`config.mk`:
```
export PLATFORM = sky130hd
export DESIGN_NAME = shift_rotate_pipe_flat
export DESIGN_NICKNAME = d
export VERILOG_FILES = /design/src/rtl/shift_rotate_pipe_if.sv /design/src/rtl/shift_rotate_pipe.sv /design/src/flat_wrapper.sv
export SDC_FILE = /design/constraint.sdc
export NUM_CORES = 1
export LEC_CHECK = 0
export CORE_MARGIN = 1
export CORE_UTILIZATION = 53
export DETAILED_ROUTE_END_ITERATION = 12
export GPL_ROUTABILITY_DRIVEN = 0
export MAX_ROUTING_LAYER = met4
export PLACE_DENSITY_LB_ADDON = 0.05
export SYNTH_ARGS = -nofsm -noshare
export SYNTH_HDL_FRONTEND = slang
export SYNTH_SLANG_ARGS = --single-unit
```
`constraint.sdc`:
```
create_clock -name clk -period 6.5 [get_ports clk]
set_input_delay 0.65 -clock clk [delete_from_list [all_inputs] [get_ports clk]]
set_output_delay 0.65 -clock clk [all_outputs]
set_load 0.01 [all_outputs]
```
`src/rtl/shift_rotate_pipe_if.sv`:
```
// Producer/consumer handshake bundle for shift_rotate_pipe: the input word with its
// shift controls and tag, and the shifted result with its tag.
interface shift_rotate_pipe_if #(
    parameter int WIDTH = 32,
    parameter int TAG_W = 4
);
    localparam int SHW = $clog2(WIDTH);

    logic             in_valid;
    logic             in_ready;
    logic [WIDTH-1:0] in_data;
    logic [SHW-1:0]   shift_amt;
    logic             dir;
    logic [1:0]       mode;
    logic [TAG_W-1:0] in_tag;
    logic             out_valid;
    logic             out_ready;
    logic [WIDTH-1:0] out_data;
    logic [TAG_W-1:0] out_tag;

    modport master (
        output in_valid, in_data, shift_amt, dir, mode, in_tag, out_ready,
        input  in_ready, out_valid, out_data, out_tag
    );

    modport slave (
        input  in_valid, in_data, shift_amt, dir, mode, in_tag, out_ready,
        output in_ready, out_valid, out_data, out_tag
    );
endinterface

```
`src/rtl/shift_rotate_pipe.sv`:
```
// Pipelined barrel shifter (rotate/logical/arithmetic): SHW cycles of latency, one word per cycle.
// A single global stall freezes every stage while the held result is not taken, so in_ready = !out_valid || out_ready.
module shift_rotate_pipe #(
    parameter int WIDTH = 32,
    parameter int TAG_W = 4,
    parameter int SHW   = $clog2(WIDTH)
) (
    input  logic                clk,
    input  logic                rst,
    shift_rotate_pipe_if.slave  bus
);

    // One power-of-two step; sh is a per-stage constant once the stage loop unrolls.
    function automatic logic [WIDTH-1:0] f_step(
        input logic [WIDTH-1:0] w,
        input int               sh,
        input logic             d,
        input logic [1:0]       m,
        input logic             sgn,
        input logic             en
    );
        logic             rot;
        logic             ari;
        logic [WIDTH-1:0] ones;
        logic [WIDTH-1:0] fill;
        rot  = (m == 2'b00) || (m == 2'b11);
        ari  = (m == 2'b10);
        ones = '1;
        if (!en) begin
            return w;
        end
        if (d) begin
            fill = rot ? (w >> (WIDTH - sh)) : '0;
            return (w << sh) | fill;
        end
        if (rot) begin
            fill = w << (WIDTH - sh);
        end else if (ari && sgn) begin
            fill = ~(ones >> sh);
        end else begin
            fill = '0;
        end
        return (w >> sh) | fill;
    endfunction

    logic             r_vld  [SHW];
    logic [WIDTH-1:0] r_dat  [SHW];
    logic [SHW-1:0]   r_amt  [SHW];
    logic             r_dir  [SHW];
    logic [1:0]       r_mode [SHW];
    logic             r_sgn  [SHW];
    logic [TAG_W-1:0] r_tag  [SHW];

    logic             w_src_vld  [SHW];
    logic [WIDTH-1:0] w_src_dat  [SHW];
    logic [SHW-1:0]   w_src_amt  [SHW];
    logic             w_src_dir  [SHW];
    logic [1:0]       w_src_mode [SHW];
    logic             w_src_sgn  [SHW];
    logic [TAG_W-1:0] w_src_tag  [SHW];

    logic             r_out_vld;
    logic [WIDTH-1:0] r_out_dat;
    logic [TAG_W-1:0] r_out_tag;

    logic             w_advance;

    assign w_advance     = !r_out_vld || bus.out_ready;
    assign bus.in_ready  = w_advance;
    assign bus.out_valid = r_out_vld;
    assign bus.out_data  = r_out_dat;
    assign bus.out_tag   = r_out_tag;

    // Stage k consumes the register of stage k-1; stage 0 consumes the input port.
    always_comb begin
        w_src_vld[0]  = bus.in_valid;
        w_src_dat[0]  = bus.in_data;
        w_src_amt[0]  = bus.shift_amt;
        w_src_dir[0]  = bus.dir;
        w_src_mode[0] = bus.mode;
        w_src_sgn[0]  = bus.in_data[WIDTH-1];
        w_src_tag[0]  = bus.in_tag;
        for (int k = 1; k < SHW; k++) begin
            w_src_vld[k]  = r_vld[k-1];
            w_src_dat[k]  = r_dat[k-1];
            w_src_amt[k]  = r_amt[k-1];
            w_src_dir[k]  = r_dir[k-1];
            w_src_mode[k] = r_mode[k-1];
            w_src_sgn[k]  = r_sgn[k-1];
            w_src_tag[k]  = r_tag[k-1];
        end
    end

    always_ff @(posedge clk) begin
        if (rst) begin
            for (int k = 0; k < SHW; k++) begin
                r_vld[k]  <= 1'b0;
                r_dat[k]  <= '0;
                r_amt[k]  <= '0;
                r_dir[k]  <= 1'b0;
                r_mode[k] <= 2'b00;
                r_sgn[k]  <= 1'b0;
                r_tag[k]  <= '0;
            end
            r_out_vld <= 1'b0;
            r_out_dat <= '0;
            r_out_tag <= '0;
        end else if (w_advance) begin
            // Bubbles advance with the data; only the valid bit marks them.
            for (int k = 0; k < SHW; k++) begin
                r_vld[k]  <= w_src_vld[k];
                r_dat[k]  <= f_step(w_src_dat[k], 1 << k, w_src_dir[k], w_src_mode[k],
                                    w_src_sgn[k], w_src_amt[k][k]);
                r_amt[k]  <= w_src_amt[k];
                r_dir[k]  <= w_src_dir[k];
                r_mode[k] <= w_src_mode[k];
                r_sgn[k]  <= w_src_sgn[k];
                r_tag[k]  <= w_src_tag[k];
            end
            r_out_vld <= r_vld[SHW-1];
            r_out_dat <= r_dat[SHW-1];
            r_out_tag <= r_tag[SHW-1];
        end
    end

endmodule

```
`src/flat_wrapper.sv`:
```
// flat-port wrapper written by rule: the top's interface ports become plain ports
module shift_rotate_pipe_flat 
#(
    parameter int WIDTH = 32,
    parameter int TAG_W = 4,
    parameter int SHW   = $clog2(WIDTH)
)
  (clk, rst, bus_in_valid, bus_in_data, bus_shift_amt, bus_dir, bus_mode, bus_in_tag, bus_out_ready, bus_in_ready, bus_out_valid, bus_out_data, bus_out_tag);
  shift_rotate_pipe_if #(.WIDTH(WIDTH), .TAG_W(TAG_W)) bus_i ();
  input  logic clk;
  input  logic rst;
  input wire logic [$bits(bus_i.in_valid)-1:0] bus_in_valid;
  input wire logic [$bits(bus_i.in_data)-1:0] bus_in_data;
  input wire logic [$bits(bus_i.shift_amt)-1:0] bus_shift_amt;
  input wire logic [$bits(bus_i.dir)-1:0] bus_dir;
  input wire logic [$bits(bus_i.mode)-1:0] bus_mode;
  input wire logic [$bits(bus_i.in_tag)-1:0] bus_in_tag;
  input wire logic [$bits(bus_i.out_ready)-1:0] bus_out_ready;
  output wire logic [$bits(bus_i.in_ready)-1:0] bus_in_ready;
  output wire logic [$bits(bus_i.out_valid)-1:0] bus_out_valid;
  output wire logic [$bits(bus_i.out_data)-1:0] bus_out_data;
  output wire logic [$bits(bus_i.out_tag)-1:0] bus_out_tag;
  assign bus_i.in_valid = bus_in_valid;
  assign bus_i.in_data = bus_in_data;
  assign bus_i.shift_amt = bus_shift_amt;
  assign bus_i.dir = bus_dir;
  assign bus_i.mode = bus_mode;
  assign bus_i.in_tag = bus_in_tag;
  assign bus_i.out_ready = bus_out_ready;
  assign bus_in_ready = bus_i.in_ready;
  assign bus_out_valid = bus_i.out_valid;
  assign bus_out_data = bus_i.out_data;
  assign bus_out_tag = bus_i.out_tag;
  shift_rotate_pipe #(.WIDTH(WIDTH), .TAG_W(TAG_W), .SHW(SHW)) u_core (.clk(clk), .rst(rst), .bus(bus_i));
endmodule
```
==> results.md <==
- Maxcap violations: 0
- Syn_nets: roughly 1100
- Core box area: 0.02182 mm²
- Worst Path Buf+Inv: 5
- Final Max Tran Viols: 0
- EDFF count, synth: between 200 and 250
- Worst setup EP type: output pin
- Synth Flop Type: edfxtp_1
- Fin. Hold Viols: 0
- Ant diodes: 0
- First-pass GRT wire length: 34.59 mm
- Slowest cell on the critical path: clkdlybuf4s50_1
- Yosys Warn Count: 0
- Seq/Total Area, Yosys: 0.6010
- Setup bufs post-CTS: 0
- Unrepaired setup endpoints after global routing: no
- Syn Std Cell Area: 0.01178 mm²
- Critical Path Max Stage Delay: 0.61 ns
- Fillers: between 1500 and 2000
- Synth async-reset ratio: 0
- Synth top area share: 0.5381
- Hpwl dp: 13.99 mm
- Met3 WL post-DR: slightly below 800 µm
- Worst skew pair latency: approximately 0.52 ns
- Die Span X: between 150 and 200 µm
- Final worst-path cycle share: 0.4784
- Hold_buf cts: 0
- Failing checks: DRC
- Root Driver: clkbuf_16
- Syn_area_per_cell: roughly 11 µm²
- GRT Residual Overflow: 0
- Hold Path Class: flip-flop to flip-flop
- Worst-path fanout max: 40
- Pre-CTS setup slack: around 2.9 ns
- Total negative slack: 0 ns
- Final worst path period need: 3.109 ns
- Cts bufs inserted: 26
- Tightest Pin Transition: about 1.1 ns
- FF/Latch Area: a little over 0.007 mm²
- WP data arrival: 2.46 ns
- Fmax: 0.3216 GHz
- Die Y: around 150 µm
- Layout cells sized above 1: 0.07064
- Req. time, crit path: between 5 and 6 ns
- Core Rows: 54
- Area contributors post-synth: edfxtp_1, a211oi_1, mux2i_1
- Vias in the first global route: between 6000 and 7000
- Iteration-0 DRC Markers: 491
- First-pass DRT Iterations: 9
- Metal1 wirelength: between 9 and 10 mm
- Die footprint: roughly 0.023 mm²
- Max VDD drop: between 100 and 150 µV
- Leak pwr: between 4 and 5 nW
- Slew margin rel.: 0.2882
- Resize count post-CTS: 0
- CTS tree: built
- CTS HTree Levels: 1
- Drt total wl: 21.18 mm
- Mapped Cells: slightly above 1000
- Global Route Usage Sum: 0.1960
- Max Root-Sink Buffers: 3
- CTS Sinks: between 200 and 250
- Clock transition at path regs: around 0.060 ns
- NumNets Final: 1123
- Synth area leader: edfxtp_1
- Status: complete, but fails checks
- Top Ports: between 80 and 90
- Setup Viol. Count Final: 0
- Crit path kind: input port to output pin
- Max layer used: met4
- PortBufs: 85
- Routed vias/inst: 5.439
- Post-route ant nets: 0
- Area taken by multi-input logic gates: 0.004263 mm²
- Setup Skew: 0.01333 ns
- Area growth from synthesis to layout: 15.95%
- Largest net degree at the start of global routing: between 100 and 150
- CP startpoint kind: input port
- WL met2: between 10 and 15 mm
- R2R Setup Slk: between 3 and 4 ns
- Via count: about 7500
- P per Cell Area: 271.8 mW/mm²
- Crit path cell chain: clkdlybuf4s50_1, nor2b_2, buf_4, inv_1, buf_4, clkdlybuf4s50_1
- Setup WS post-layout: 3.391 ns
- # DRC: 1
- Yosys reg bits: ~250
- Delay-heaviest family, CP: buffers and inverters
- Antenna violations before repair: 0
- DR WL/cell: between 15 and 20 µm
- Starting density of the core: 0.5396
- Yosys cell types: 30
## synth_stat cells, types with 3 or more instances
cell type  count
a211oi_1     133
a211oi_2      10
a21oi_1       54
a311oi_1       3
a31oi_1       14
and2_1        46
buf_1          6
buf_2         22
buf_4          3
buf_6          3
clkbuf_1      57
dfxtp_1       37
edfxtp_1     211
ha_1           5
inv_1         14
mux2i_1       98
nand2_1      106
nand2b_1      19
nand3b_1       3
nor2_1       137
nor2b_1       15
o211ai_1      16
o21ai_0        3
o22ai_1       11
## per-stage QoR
step | area, µm² | instances | total power, W | hold WS, ns | utilization
global route | 13650 | 1370 | 0.003854 | 0.4622 | 0.6256
finish | 13650 | 1370 | 0.003711 | 0.4479 | 0.6256
global placement | 12720 | 1322 | 0.002184 | 0.4385 | 0.5827
floorplan | 11780 | 1032 | 0.002084 | 0.4329 | -
detailed placement | 12720 | 1322 | 0.002187 | 0.4423 | 0.5827
CTS | 13650 | 1370 | 0.003752 | 0.4508 | 0.6256
## cell type report
| cell class | instances | share of cell area |
|---|---|---|
| inverter | 14 | 0.003849 |
| multi-input combinational | 679 | 0.3122 |
| timing repair buffer | 101 | 0.07130 |
| tap | 280 | 0.02566 |
| clock inverter | 10 | 0.007698 |
| sequential | 248 | 0.5183 |
| clock buffer | 38 | 0.06094 |
## cells in the final DEF (no fill, tap or decap)
cell,instances
edfxtp_1,211
nor2_1,136
a211oi_1,133
nand2_1,106
mux2i_1,98
clkdlybuf4s50_1,83
a21oi_1,54
and2_1,46
dfxtp_1,37
clkbuf_16,31
nand2b_1,17
o211ai_1,16
buf_4,15
inv_1,14
nor2b_1,14
a31oi_1,14
o22ai_1,11
a211oi_2,10
clkinv_2,6
ha_1,5
clkbuf_1,4
a311oi_1,3
nand3b_1,3
o21ai_0,3
clkbuf_8,3
nand2b_4,2
bufinv_16,2
buf_2,2
nor2b_2,1
nor2_2,1
and3_1,1
or2_1,1
o21a_4,1
and3b_1,1
a21o_1,1
o221ai_1,1
inv_4,1
inv_6,1
buf_12,1
## sequential cells by signal, indices dropped and copies added (netlist names)
| signal | flops |
|---|---|
| u_core.bus.out_data | 32 |
| u_core.r_sgn | 4 |
| u_core.r_tag | 20 |
| u_core.bus.out_tag | 4 |
| u_core.bus.out_valid | 1 |
| u_core.r_dat | 160 |
| u_core.r_amt | 10 |
| u_core.r_dir | 4 |
| u_core.r_vld | 5 |
| u_core.r_mode | 8 |
## kinds of logic (layout without fill, tap and decap cells)
family,count (synthesis),in the layout,share of synthesized area
AND/OR/NAND/NOR,329,329,0.1237
flip-flops,248,248,0.6010
AO/OA/AOI/OAI,247,247,0.1480
buffers and inverters,105,163,0.03868
multiplexers,98,98,0.08331
adder cells (fa/ha/maj),5,5,0.005313
## tightest hold or removal path: stages (launching register included)
cell,delay (ns)
dfxtp_1,0.31
nand2_1,0.05
a21oi_1,0.05
## power by group
group          internal [W]  switching, W  leakage (nW)
logic              0.000130      0.000150          1.58
registers           0.00181     0.0000585          2.81
clock network      0.000970      0.000591         0.469
total               0.00291      0.000800          4.86
## final timing paths
| path | from | to | cells past startpoint |
|---|---|---|---|
| max | bus_out_ready | bus_in_ready | 6 |
| min | u_core.bus.out_data[30] | u_core.bus.out_data[30] | 2 |
| max reg2reg | u_core.bus.out_valid | u_core.r_dat[0][14] | 7 |
| min reg2reg | u_core.bus.out_data[30] | u_core.bus.out_data[30] | 2 |
## layer usage
layer,global-route usage,vias to the layer above
met2,0.3406,138
met5,-,-
met1,0.2381,3403
li1,-,3879
met4,0.05100,0
met3,0.03042,32
Power figures use the tool's default switching activity.
